**src/rtl/uart_wb_fifo.sv**
```systemverilog
// uart_wb_fifo: Wishbone 8N1 UART with TX/RX FIFOs,
// run-time baud divider, sticky errors and level irq.
module uart_wb_fifo #(
  parameter int FIFO_DEPTH = 16,
  parameter int DIV_W      = 16,
  parameter int DIV_RESET  = 433
) (
  input  logic        clk,
  input  logic        rst_n,
  input  logic        wb_cyc_i,
  input  logic        wb_stb_i,
  input  logic        wb_we_i,
  input  logic [7:0]  wb_adr_i,
  input  logic [31:0] wb_dat_i,
  input  logic [3:0]  wb_sel_i,
  output logic [31:0] wb_dat_o,
  output logic        wb_ack_o,
  input  logic        rx,
  output logic        tx,
  output logic        irq
);

  localparam int AW = $clog2(FIFO_DEPTH);
  localparam int LW = AW + 1;
  localparam logic [LW-1:0] FULL = LW'(FIFO_DEPTH);

  typedef enum logic [1:0] {
    S_IDLE, S_START, S_DATA, S_STOP
  } st_t;

  logic             req;
  logic             wr_q;
  logic             rd_pop_q;
  logic [1:0]       adr_q;
  logic             sel_q;
  logic [31:0]      wr_dat;
  logic             wr_acc;
  logic [31:0]      rd_val;
  logic [31:0]      status;
  logic [2:0]       w1c;

  logic [DIV_W-1:0] div;
  logic [DIV_W-1:0] div_eff;
  logic [2:0]       irq_en;
  logic             rx_ovr;
  logic             frame_err;
  logic             tx_ovf;

  logic [7:0]       txq [FIFO_DEPTH];
  logic [AW-1:0]    tx_wp;
  logic [AW-1:0]    tx_rp;
  logic [LW-1:0]    tx_cnt;
  logic             tx_empty;
  logic             tx_full;
  logic             tx_push;
  logic             tx_wr;
  logic             tx_pop;
  logic             tx_ovf_set;

  logic [7:0]       rxq [FIFO_DEPTH];
  logic [AW-1:0]    rx_wp;
  logic [AW-1:0]    rx_rp;
  logic [LW-1:0]    rx_cnt;
  logic             rx_empty;
  logic             rx_full;
  logic             rx_push;
  logic             rx_wr;
  logic             rx_pop;
  logic             rx_ovr_set;
  logic             fe_set;

  st_t              tx_st;
  st_t              tx_nx;
  logic [DIV_W-1:0] tx_per;
  logic [DIV_W-1:0] tx_tmr;
  logic [2:0]       tx_bit;
  logic [7:0]       tx_sh;
  logic             tx_tick;
  logic             tx_busy;

  logic             rx_s1;
  logic             rx_s2;
  logic             rx_s3;
  logic             rx_fall;
  st_t              rx_st;
  st_t              rx_nx;
  logic [DIV_W-1:0] rx_per;
  logic [DIV_W-1:0] rx_tmr;
  logic [2:0]       rx_bit;
  logic [7:0]       rx_sh;
  logic             rx_half;
  logic             rx_tick;

  logic             unused;

  assign unused = ^{wb_adr_i[7:4], wb_adr_i[1:0],
                    wb_sel_i[3:1], wr_dat[31:8]};

  assign req    = wb_cyc_i & wb_stb_i & ~wb_ack_o;
  assign wr_acc = wb_ack_o & wr_q & sel_q;
  assign rx_pop = wb_ack_o & rd_pop_q;

  assign w1c = (wr_acc && adr_q == 2'd1)
             ? wr_dat[6:4] : 3'b000;

  assign div_eff = (div < DIV_W'(2)) ? DIV_W'(2) : div;

  assign tx_empty   = (tx_cnt == '0);
  assign tx_full    = (tx_cnt == FULL);
  assign tx_push    = wr_acc & (adr_q == 2'd0);
  assign tx_wr      = tx_push & (~tx_full | tx_pop);
  assign tx_ovf_set = tx_push & tx_full & ~tx_pop;

  assign rx_empty   = (rx_cnt == '0);
  assign rx_full    = (rx_cnt == FULL);
  assign rx_wr      = rx_push & (~rx_full | rx_pop);
  assign rx_ovr_set = rx_push & rx_full & ~rx_pop;

  assign tx_busy = (tx_st != S_IDLE);
  assign tx_tick = (tx_tmr == tx_per);
  assign rx_fall = rx_s3 & ~rx_s2;
  assign rx_half = (rx_tmr == (rx_per >> 1));
  assign rx_tick = (rx_tmr == rx_per);

  assign status = {8'(tx_cnt), 8'(rx_cnt), 8'h00,
                   tx_busy, tx_ovf, frame_err, rx_ovr,
                   rx_full, rx_empty, tx_empty, tx_full};

  // read mux, sampled in the request cycle
  always_comb begin
    rd_val = '0;
    unique case (wb_adr_i[3:2])
      2'd0: rd_val = {24'h0,
                      rx_empty ? 8'h00 : rxq[rx_rp]};
      2'd1: rd_val = status;
      2'd2: rd_val = 32'(div);
      default: rd_val = {29'h0, irq_en};
    endcase
  end

  // bus handshake; side effects land in the ack cycle
  always_ff @(posedge clk or negedge rst_n) begin
    if (!rst_n) begin
      wb_ack_o <= 1'b0;
      wr_q     <= 1'b0;
      rd_pop_q <= 1'b0;
      adr_q    <= 2'd0;
      sel_q    <= 1'b0;
      wr_dat   <= '0;
      wb_dat_o <= '0;
    end else begin
      wb_ack_o <= req;
      wr_q     <= req & wb_we_i;
      rd_pop_q <= req & ~wb_we_i & ~rx_empty
                & (wb_adr_i[3:2] == 2'd0);
      adr_q    <= wb_adr_i[3:2];
      sel_q    <= wb_sel_i[0];
      wr_dat   <= wb_dat_i;
      wb_dat_o <= (req & ~wb_we_i) ? rd_val : '0;
    end
  end

  // control registers, sticky flags (set beats clear), irq
  always_ff @(posedge clk or negedge rst_n) begin
    if (!rst_n) begin
      div       <= DIV_W'(DIV_RESET);
      irq_en    <= 3'b000;
      rx_ovr    <= 1'b0;
      frame_err <= 1'b0;
      tx_ovf    <= 1'b0;
      irq       <= 1'b0;
    end else begin
      if (wr_acc && adr_q == 2'd2)
        div <= wr_dat[DIV_W-1:0];
      if (wr_acc && adr_q == 2'd3)
        irq_en <= wr_dat[2:0];
      rx_ovr    <= rx_ovr_set | (rx_ovr & ~w1c[0]);
      frame_err <= fe_set | (frame_err & ~w1c[1]);
      tx_ovf    <= tx_ovf_set | (tx_ovf & ~w1c[2]);
      irq <= |(irq_en & {rx_ovr | frame_err | tx_ovf,
                         tx_empty, ~rx_empty});
    end
  end

  // TX FIFO storage
  always_ff @(posedge clk) begin
    if (tx_wr)
      txq[tx_wp] <= wr_dat[7:0];
  end

  // TX FIFO pointers and level
  always_ff @(posedge clk or negedge rst_n) begin
    if (!rst_n) begin
      tx_wp  <= '0;
      tx_rp  <= '0;
      tx_cnt <= '0;
    end else begin
      if (tx_wr)
        tx_wp <= tx_wp + AW'(1);
      if (tx_pop)
        tx_rp <= tx_rp + AW'(1);
      tx_cnt <= tx_cnt + LW'(tx_wr) - LW'(tx_pop);
    end
  end

  // RX FIFO storage
  always_ff @(posedge clk) begin
    if (rx_wr)
      rxq[rx_wp] <= rx_sh;
  end

  // RX FIFO pointers and level
  always_ff @(posedge clk or negedge rst_n) begin
    if (!rst_n) begin
      rx_wp  <= '0;
      rx_rp  <= '0;
      rx_cnt <= '0;
    end else begin
      if (rx_wr)
        rx_wp <= rx_wp + AW'(1);
      if (rx_pop)
        rx_rp <= rx_rp + AW'(1);
      rx_cnt <= rx_cnt + LW'(rx_wr) - LW'(rx_pop);
    end
  end

  // TX state register
  always_ff @(posedge clk or negedge rst_n) begin
    if (!rst_n) tx_st <= S_IDLE;
    else        tx_st <= tx_nx;
  end

  // TX next state; STOP chains straight into START
  always_comb begin
    tx_nx  = tx_st;
    tx_pop = 1'b0;
    unique case (tx_st)
      S_IDLE: begin
        if (!tx_empty) begin
          tx_pop = 1'b1;
          tx_nx  = S_START;
        end
      end
      S_START: if (tx_tick) tx_nx = S_DATA;
      S_DATA: begin
        if (tx_tick && tx_bit == 3'd7)
          tx_nx = S_STOP;
      end
      default: begin
        if (tx_tick) begin
          tx_pop = ~tx_empty;
          tx_nx  = tx_empty ? S_IDLE : S_START;
        end
      end
    endcase
  end

  // TX bit timer, shifter and registered line
  always_ff @(posedge clk or negedge rst_n) begin
    if (!rst_n) begin
      tx_per <= '0;
      tx_tmr <= '0;
      tx_bit <= 3'd0;
      tx_sh  <= 8'h00;
      tx     <= 1'b1;
    end else if (tx_pop) begin
      tx_sh  <= txq[tx_rp];
      tx_per <= div_eff;
      tx_tmr <= '0;
      tx_bit <= 3'd0;
      tx     <= 1'b0;
    end else if (tx_st != S_IDLE) begin
      if (!tx_tick) begin
        tx_tmr <= tx_tmr + DIV_W'(1);
      end else begin
        tx_tmr <= '0;
        if (tx_st == S_START)
          tx <= tx_sh[0];
        if (tx_st == S_DATA) begin
          tx_sh  <= tx_sh >> 1;
          tx_bit <= tx_bit + 3'd1;
          tx     <= (tx_bit == 3'd7) ? 1'b1 : tx_sh[1];
        end
        if (tx_st == S_STOP)
          tx <= 1'b1;
      end
    end
  end

  // RX synchroniser plus edge-detect tap
  always_ff @(posedge clk or negedge rst_n) begin
    if (!rst_n) begin
      rx_s1 <= 1'b1;
      rx_s2 <= 1'b1;
      rx_s3 <= 1'b1;
    end else begin
      rx_s1 <= rx;
      rx_s2 <= rx_s1;
      rx_s3 <= rx_s2;
    end
  end

  // RX state register
  always_ff @(posedge clk or negedge rst_n) begin
    if (!rst_n) rx_st <= S_IDLE;
    else        rx_st <= rx_nx;
  end

  // RX next state, push and framing decision
  always_comb begin
    rx_nx   = rx_st;
    rx_push = 1'b0;
    fe_set  = 1'b0;
    unique case (rx_st)
      S_IDLE: if (rx_fall) rx_nx = S_START;
      S_START: begin
        if (rx_half)
          rx_nx = rx_s2 ? S_IDLE : S_DATA;
      end
      S_DATA: begin
        if (rx_tick && rx_bit == 3'd7)
          rx_nx = S_STOP;
      end
      default: begin
        if (rx_tick) begin
          rx_nx   = S_IDLE;
          rx_push = rx_s2;
          fe_set  = ~rx_s2;
        end
      end
    endcase
  end

  // RX bit timer and shifter
  always_ff @(posedge clk or negedge rst_n) begin
    if (!rst_n) begin
      rx_per <= '0;
      rx_tmr <= '0;
      rx_bit <= 3'd0;
      rx_sh  <= 8'h00;
    end else if (rx_st == S_IDLE) begin
      rx_tmr <= '0;
      rx_bit <= 3'd0;
      if (rx_fall)
        rx_per <= div_eff;
    end else if (rx_st == S_START) begin
      rx_tmr <= rx_half ? '0 : rx_tmr + DIV_W'(1);
    end else if (rx_tick) begin
      rx_tmr <= '0;
      if (rx_st == S_DATA) begin
        rx_sh  <= {rx_s2, rx_sh[7:1]};
        rx_bit <= rx_bit + 3'd1;
      end
    end else begin
      rx_tmr <= rx_tmr + DIV_W'(1);
    end
  end

endmodule

```
**config.mk**
```make
export PLATFORM = sky130hd
export DESIGN_NAME = uart_wb_fifo
export DESIGN_NICKNAME = d
export VERILOG_FILES = /design/src/rtl/uart_wb_fifo.sv
export SDC_FILE = /design/constraint.sdc
export NUM_CORES = 1
export LEC_CHECK = 0
export ABC_AREA = 0
export BUFFER_PORTS_ARGS = -buffer_cell sky130_fd_sc_hd__buf_4
export CORE_MARGIN = 1
export CORE_UTILIZATION = 66
export DETAILED_ROUTE_END_ITERATION = 6
export PLACE_DENSITY = 0.85
export SLEW_MARGIN = 10
export SYNTH_ARGS = -nofsm -noshare
export SYNTH_HDL_FRONTEND = slang
export SYNTH_SLANG_ARGS = --single-unit
```
**constraint.sdc**
```tcl
create_clock -name clk -period 6 [get_ports clk]
set_input_delay 1.2 -clock clk [delete_from_list [all_inputs] [get_ports clk]]
set_output_delay 1.2 -clock clk [all_outputs]
set_load 0.005 [all_outputs]
```
# Word-level counts from Yosys, hierarchy flattened
# Memory sizes are Yosys's and may differ from the RTL's.
# Cells that the tools add are included.
# word_totals
register_bits	197
ram_bits	256
in_bits	50
mem_count	2
# classes
n_addsub	12
magnitude_cmp	1
n_eq_ne	24
mux	54
n_bitwise	42
reduce_logical	30
# mem_list
name	depth	width	rd	rd_clocked_by_memory_dff	wr	line	rtl
rxq	16	8	1	0	1	60	logic [7:0] rxq [FIFO_DEPTH];
txq	16	8	1	0	1	49	logic [7:0] txq [FIFO_DEPTH];
# ops
op	count
2-to-1 mux 16 bit	8
case mux 29 bit (3 select lines)	1
2-to-1 mux 8 bit	5
adder 16 x 1 -> 16 bit (second input constant)	2
equality test 16 bit	2
2-to-1 mux 32 bit	1
2-to-1 mux 3 bit	9
bitwise AND 1 bit	20
2-to-1 mux 1 bit	18
2-to-1 mux 2 bit	9
adder 4 x 1 -> 4 bit (second input constant)	4
equality test 16 x 15 -> 1 bit	1
less-than comparator 16 x 2 -> 1 bit (second input constant)	1
inequality test 2 bit (second input constant)	7
NOT 1 bit	14
equality test 2 bit (second input constant)	6
case mux 2 bit (3 select lines)	2
AND reduction 4 bit	3
nonzero test 2 bit	6
adder 5 x 1 -> 5 bit	2
equality test 5 bit (second input constant)	2
zero test 5 bit	2
subtractor 5 x 1 -> 5 bit	2
AND reduction 3 bit	3
other kinds (13)	33

# Longest topological paths before layout
# Gate-level depths: netlist of run 1.
# logic_depth
ltp_word	8
mapped_depth	17

# Least setup slack after synthesis of run 1
# Ideal clock, no wire load.
# synth_path
kind	register to register
from	register tx_tmr[4]
to	register tx_cnt[4]
setup_time_ps	123
t_arrival_ps	2933
slack_ps	2944
path_stages_with_launch	16
path_buffers	1
period_less_slack_ps	3056
cell_sequence	dfrtp_1 > xnor2_1 > nand4_2 > nor4_4 > buf_4 > a21o_1 > and2_1 > inv_1 > ha_1 > inv_1 > ha_1 > fa_1 > a21oi_1 > nor2_1 > nor2_1 > xnor2_1
# synth_via
elab_chain_len	7
# synth_lines
element	line	rtl
from (decl)	75	logic [DIV_W-1:0] tx_tmr;
from (signal assigned)	274	tx_tmr <= tx_tmr + DIV_W'(1);
equality test 16 bit *	120	assign tx_tick = (tx_tmr == tx_per);
2-to-1 mux 1 bit *	250	if (tx_tick) begin
case mux 1 bit (2 select lines) *	237	unique case (tx_st)
bitwise OR 1 bit	111	assign tx_wr = tx_push & (~tx_full | tx_pop);
bitwise AND 1 bit	111	
adder 5 x 1 -> 5 bit	202	tx_cnt <= tx_cnt + LW'(tx_wr) - LW'(tx_pop);
subtractor 5 x 1 -> 5 bit *	202	
to (signal assigned)	202	
to (decl)	52	logic [LW-1:0] tx_cnt;
# Mark *: on every way between the ends. The rest lies on a longest branch, timed or not.
# A chain may end at the register's enable or synchronous reset.

# Final worst setup path of run 1
# layout_path
from	register tx_st[0]
to	register tx_cnt[4]
# layout_via
elab_chain_len	7
# layout_lines
element	line	rtl
from (decl)	72	st_t tx_st;
from (signal assigned)	230	else tx_st <= tx_nx;
equality test 2 x 1 -> 1 bit / equality test 2 bit (equally long branches)	237	
OR reduction 2 bit (no source line)	-	
case mux 1 bit (2 select lines) *	237	
bitwise OR 1 bit	111	
bitwise AND 1 bit	111	
adder 5 x 1 -> 5 bit	202	
subtractor 5 x 1 -> 5 bit *	202	
# Marked as above.

==> results of run 1 <==
## worst max-delay path: stages, from the launching register on
cell and delay [ns]:
dfrtp_1 0.40, inv_1 0.09, ha_1 0.36, inv_1 0.32, nor2_1 0.11, a21oi_2 0.12
buf_4 0.23, or2_1 0.51, clkinv_2 0.50, ha_1 0.44, inv_1 0.04, ha_1 0.19
fa_1 0.42, a21oi_1 0.19, nor2_1 0.06, nor2_1 0.14, xnor2_1 0.15
## through the flow
| step | power [mW] | instances | hold WS (ns) | worst slack (ns) | utilization (%) |
|---|---|---|---|---|---|
| after floorplan | 5.39 | 1187 | 0.345 | 2.94 | - |
| after global placement | 5.80 | 1574 | 0.347 | 1.88 | 70.0 |
| after detailed placement | 5.91 | 1574 | 0.351 | 1.74 | 70.0 |
| after CTS | 8.86 | 1658 | 0.360 | 1.68 | 75.5 |
| after global routing | 9.20 | 1658 | 0.362 | 1.35 | 75.6 |
| final | 8.85 | 1658 | 0.360 | 1.64 | 75.6 |
## worst paths after layout
path | slack [ns] | startpoint | depth (start not counted) | endpoint
max | 1.64 | tx_st[0] | 16 | tx_cnt[4]
min | 0.36 | rx_s1 | 0 | rx_s2
max reg2reg | 1.64 | tx_st[0] | 16 | tx_cnt[4]
min reg2reg | 0.36 | rx_s1 | 0 | rx_s2
max in group asynchronous | 4.26 | rst_n | 2 | rx_s2
min in group asynchronous | 0.70 | rst_n | 1 | tx_tmr[15]
## cells by family (layout without fill, tap and decap cells)
| kind of cell | Yosys count | after routing | synth area share, % |
|---|---|---|---|
| simple gates | 263 | 263 | 7.44 |
| flops | 447 | 447 | 66.3 |
| other cells | 1 | 6 | 0.0199 |
| fa+ha+maj | 37 | 37 | 2.54 |
| compound gates | 100 | 100 | 3.50 |
| buf+inv | 93 | 186 | 2.31 |
| xor+xnor | 82 | 82 | 3.93 |
| mux | 159 | 159 | 14.0 |
## sequential cells by signal (all words and copies together), names as in the netlist, 3 cells and up
name,count
tx_cnt,5
rx_rp,4
rx_bit,3
rx_tmr,16
tx_bit,3
tx_tmr,16
tx_per,16
tx_sh,8
wb_dat_o,26
rx_wp,4
rx_cnt,5
tx_wp,4
div,16
rxq,128
wr_dat,16
txq,128
tx_rp,4
rx_per,16
irq_en,3
rx_sh,8
## synthesized netlist by cell type, drive strengths merged (3+ instances only)
cell / number
ha: 35
nor2b: 8
a22oi: 3
a21o: 4
a21boi: 4
mux2i: 25
or4: 3
xnor2: 49
xor2: 33
mux4: 75
nor3b: 10
buf: 35
and2: 22
nand2b: 10
nor4: 10
nor3: 26
and3: 8
edfxtp: 256
inv: 30
o211ai: 3
or3: 7
a211oi: 8
nand2: 44
nand3: 23
nor2: 64
dfstp: 9
nand4: 18
o22ai: 6
mux2: 59
clkbuf: 27
o32ai: 3
o21ai: 25
dfrtp: 182
o21a: 3
a21oi: 23
## power groups by stage
| stage | registers (mW) | clock network, mW | logic (mW) |
|---|---|---|---|
| floorplan | 3.78 | 0 | 1.61 |
| global placement | 3.90 | 0 | 1.90 |
| detailed placement | 3.93 | 0 | 1.98 |
| CTS | 3.88 | 2.94 | 2.05 |
| global route | 3.91 | 3.06 | 2.23 |
| finish | 3.88 | 2.92 | 2.05 |
## cells in the final DEF (no fill, tap or decap), types with 9 or more instances in the layout
master,Yosys,final
mux2i_1,25,25
mux2_2,43,43
clkinv_2,1,15
nand2b_1,10,10
nor3_1,26,26
mux4_2,75,75
o21ai_0,25,25
dfstp_2,9,9
and2_1,22,22
dfrtp_1,182,180
nor2_1,64,64
nand2_1,43,43
xor2_1,33,33
nand3_1,23,23
inv_1,30,30
clkbuf_16,0,45
nand4_1,16,16
edfxtp_1,256,256
xnor2_1,46,46
ha_1,35,35
buf_4,9,69
a21oi_1,21,21
## metal layers
metal	global-route usage [%]	vias to the layer above
met5	0	-
met4	9.16	2
met3	5.23	90
met2	49.4	558
met1	40.3	5461
li1	-	4549
## cell type report
| type | count | area, um^2 | area share, % |
|---|---|---|---|
| Sequential cell | 447 | 12500 | 59.1 |
| Clock inverter | 30 | 344 | 1.63 |
| Inverter | 31 | 118 | 0.557 |
| Timing Repair Buffer | 71 | 552 | 2.61 |
| Clock buffer | 54 | 1190 | 5.64 |
| Tap cell | 378 | 473 | 2.24 |
| Multi-Input combinational cell | 647 | 5950 | 28.2 |
==> impl_metrics.json, run 1 <==
{
  "area_delta_synth_final_pct": 12.1,
  "powerDensity_nw_per_um2": 419,
  "post_cts_buffers": 0,
  "htreeDepth": 2,
  "setup_viol": 0,
  "p_clk_share_pct": 33.0,
  "met1_length_mm": 16.5,
  "power_frac_seq_pct": 43.9,
  "p_sw_mw": 2.64,
  "hold_path.class": "reg2reg",
  "grt_pass1_wl_mm": 64.2,
  "timing.final.crit_share_pct": 72.7,
  "wl_per_cell_um": 25.1,
  "ys_types": 70,
  "worstSetupEndpointType": "flip-flop",
  "cts_tree": "built",
  "combPwrFrac_pct": 23.2,
  "yosys.area.top_type_share_pct": 40.8,
  "finish.net_count": 1330,
  "fp.dieH_um": 171,
  "initial_core_util_pct": 67.4,
  "maxSlewViolCount": 0,
  "antenna_cells": 0,
  "rsz0062_at_grt": "false",
  "yosysWarningCount": 0,
  "grt_pass1_vias": 10887,
  "top_layer_used": "met5",
  "ir_drop_uv": 221,
  "dr.pass1.iters": 5,
  "vias": 10660,
  "gp_congestion": 0.844,
  "relSlewSlack_pct": 32.0,
  "ctsHoldBuffers": 0,
  "cts_buffers": 45,
  "setup_tns_ns": 0,
  "clock.fmax_mhz": 229,
  "nFillCells": 1516,
  "maxCapViolations": 0,
  "sw_frac_of_total_pct": 29.8,
  "hold_viol": 0,
  "dr_wl_met3_mm": 3.00,
  "path_class": "reg2reg",
  "cp.required_ns": 6.46,
  "clock_latency_ns": 0.55,
  "cp-start-kind": "flip-flop",
  "layout-drive-gt1-share_pct": 23.4,
  "yosys-top-cells-area": "edfxtp_1 41%, dfrtp_1 24%, mux4_2 9.0%",
  "yosys.area.top_type": "edfxtp_1",
  "cts_resized": 0,
  "io_pins": 85,
  "core_region_area_um2": 27900,
  "grt_max_degree": 102,
  "clock_skew_ns": 0.0137,
  "wirelength_mm": 41.6,
  "antenna_found_initial": 1,
  "grt_usage_pct": 29.6,
  "io_buffers": 53,
  "p_int_mw": 6.21,
  "hpwl_mm": 24.5,
  "final_cell_area_um2": 21100,
  "arrival_ns": 4.82,
  "synth_edf_count": 256,
  "synth.avg_cell_area_um2": 15.9,
  "postRouteAntennaNets": 0,
  "p_leak_nw": 8.22,
  "cts_root_buf": "clkbuf_16",
  "placed_cell_area_um2": 19600,
  "row_count": 61,
  "async_flop_share_pct": 42.7,
  "clk_path_buf_depth": 3,
  "drc_errors": 0,
  "drt-initial-drc-count": 1125,
  "min_period_ns": 4.36,
  "die_area_um2": 29200,
  "clk_pin_slew_ns": 0.06,
  "netlist_area_um2": 18800,
  "status": "finished, final reports clean",
  "tightest_slew_ns": 1.02,
  "grt_overflow": 0,
  "cp_max_fo": 23,
  "die_x_um": 171,
  "wl_met2_mm": 20.9,
  "synthFlopType": "edfxtp_1",
  "synth-seq-cells": 447,
  "netlist_instances": 1182,
  "viasPerCell": 6.43,
  "clock_sinks": 447,
  "seq_area_frac_synth_pct": 66.3
}
(Power assumes the default switching activity.)
==> run 2: changes to the inputs <==
- CORE_UTILIZATION: 66 -> 55
- PLACE_DENSITY: 0.85 -> 0.75
- clock period: 6 -> 3.6 ns (I/O delays scaled with it)
==> run 2 against run 1 <==
Effect of this change: clock power rose by 55%; clock skew rose by 0.0030 ns; sequential power rose by 69%; maximum frequency rose by 34%; routed wire length fell by 12%; via count fell by 5.0%; critical endpoint unchanged; largest power group unchanged.
==> impl_metrics.json, run 2 (synthesis results as in run 1) <==
{
  "relSlewSlack_pct": 20.5,
  "p_int_mw": 10.1,
  "layout.cells.most_common": "edfxtp_1",
  "grt_pass1_vias": 10522,
  "ctsHoldBuffers": 0,
  "most-common-layout-cells": "256 x edfxtp_1, 180 x dfrtp_1, 97 x buf_4",
  "grt_pass1_wl_mm": 58.4,
  "dr.pass1.iters": 5,
  "post_cts_buffers": 0,
  "powerDensity_nw_per_um2": 675,
  "dp_slack_ns": 0.369,
  "core_region_area_um2": 33600,
  "grt_usage_pct": 21.7,
  "postRouteAntennaNets": 0,
  "initial_core_util_pct": 56.0,
  "row_count": 67,
  "placed_cell_area_um2": 19900,
  "status": "finished, final reports clean",
  "area_delta_synth_final_pct": 13.3,
  "worstSetupEndpointType": "flip-flop",
  "clk_pin_slew_ns": 0.06,
  "p_leak_nw": 8.34,
  "clock_sinks": 447,
  "wl_per_cell_um": 20.8,
  "htreeDepth": 2,
  "power_frac_seq_pct": 45.7,
  "rsz0062_at_grt": "false",
  "wirelength_mm": 36.6,
  "die_area_um2": 35000,
  "crit_slowest_cell": "dfrtp_1",
  "clock_latency_ns": 0.58,
  "combPwrFrac_pct": 22.9,
  "final_cell_area_um2": 21300,
  "fp.dieH_um": 187,
  "setup_viol": 0,
  "viasPerCell": 5.76,
  "clk_path_buf_depth": 3,
  "gp_congestion": 0.838,
  "sw_frac_of_total_pct": 29.5,
  "io_pins": 85,
  "hold_path.class": "in2async",
  "cts_tree": "built",
  "cts_buffers": 46,
  "top_regs": "rxq: 128 flops, txq: 128 flops, wb_dat_o: 26 flops",
  "path_class": "reg2reg",
  "maxSlewViolCount": 0,
  "holdWs_ns": 0.215,
  "ir_drop_uv": 375,
  "tightest_slew_ns": 1.19,
  "timing.final.crit_share_pct": 90.8,
  "clock.fmax_mhz": 306,
  "vias": 10128,
  "die_x_um": 187,
  "p_sw_mw": 4.24,
  "drt-initial-drc-count": 774,
  "io_buffers": 53,
  "grt_overflow": 0,
  "hpwl_mm": 24.2,
  "cp_cell_sequence": "xnor2_1 -> nand4_2 -> nor4_4 -> a21o_1 -> and2_1 -> inv_1 -> ha_1 -> inv_1 -> ha_1 -> fa_1 -> a21oi_1 -> nor2_1 -> nor2_1 -> xnor2_1",
  "cp_max_fo": 6,
  "drc_errors": 0,
  "maxCapViolations": 0,
  "antenna_cells": 0,
  "cts_root_buf": "clkbuf_16",
  "grt_max_degree": 93,
  "antenna_found_initial": 2,
  "hold_viol": 0,
  "cp-start-kind": "flip-flop",
  "finish.net_count": 1360,
  "fin_ws_ns": 0.332,
  "cp.required_ns": 4.09,
  "setup_tns_ns": 0,
  "finalPower_mw": 14.4,
  "layout-drive-gt1-share_pct": 24.4,
  "cts_resized": 0,
  "clock_skew_ns": 0.0167,
  "max_stage_delay_ns": 0.45,
  "min_period_ns": 3.27,
  "p_clk_share_pct": 31.4,
  "arrival_ns": 3.76
}
-- run 2: cell types whose count changed in the layout (fill, tap and decap cells not counted), moves of 3 or more --
cell | previous run | this run
bufinv_16 | 7 | 2
clkbuf_1 | 6 | 10
clkinv_1 | 5 | 8
clkinv_2 | 15 | 10
buf_4 | 69 | 97
-- run 2: per-stage QoR --
step | cells | utilization [%]
after floorplan | 1187 | -
after global placement | 1673 | 59.1
final | 1758 | 63.4
after CTS | 1758 | 63.4
after detailed placement | 1673 | 59.1
after global routing | 1758 | 63.4
-- run 2: worst max-delay path, delay by kind of cell (launching register included) --
family,cells,cell delay [ns]
XOR/XNOR,2,0.34
flip-flops,1,0.45
buffers and inverters,2,0.14
AND/OR/NAND/NOR,5,0.93
AO/OA/AOI/OAI,2,0.40
adder cells (fa/ha/maj),3,0.91
-- run 2: layer usage --
layer / vias up / share of wire (%) / track usage [%]
met5: - / 0.049 / 0
met4: 2 / 2.5 / 6.87
met3: 74 / 6.1 / 4.33
met2: 303 / 48 / 35.2
met1: 5149 / 43 / 29.8
li1: 4600 / - / -
-- run 2: worst paths after layout --
check / to / startpoint / cells after the start / slack [ns]
min: tx_bit[0] / rst_n / 1 / 0.22
min in group clk: wr_dat[7] / wb_dat_i[7] / 1 / 0.25
min reg2reg: rx_s2 / rx_s1 / 0 / 0.36
max in group asynchronous: div[8] / rst_n / 2 / 2.48
max reg2reg: tx_cnt[4] / tx_tmr[4] / 14 / 0.33
max: tx_cnt[4] / tx_tmr[4] / 14 / 0.33
-- run 2: power groups by stage --
| stage | logic [mW] | clock network [mW] | registers [mW] |
|---|---|---|---|
| floorplan | 2.70 | 0 | 6.31 |
| global placement | 3.20 | 0 | 6.64 |
| detailed placement | 3.29 | 0 | 6.67 |
| CTS | 3.32 | 4.61 | 6.58 |
| global route | 3.64 | 4.80 | 6.66 |
| finish | 3.29 | 4.52 | 6.57 |
-- run 2: final cells by class --
type,count,area [um^2]
flip-flops and latches,447,12500
clock inverters,27,225
repair buffers,100,782
well taps,448,561
multi-input cells,647,5940
inverters,31,118
fillers,2344,12300
clock buffers,58,1220
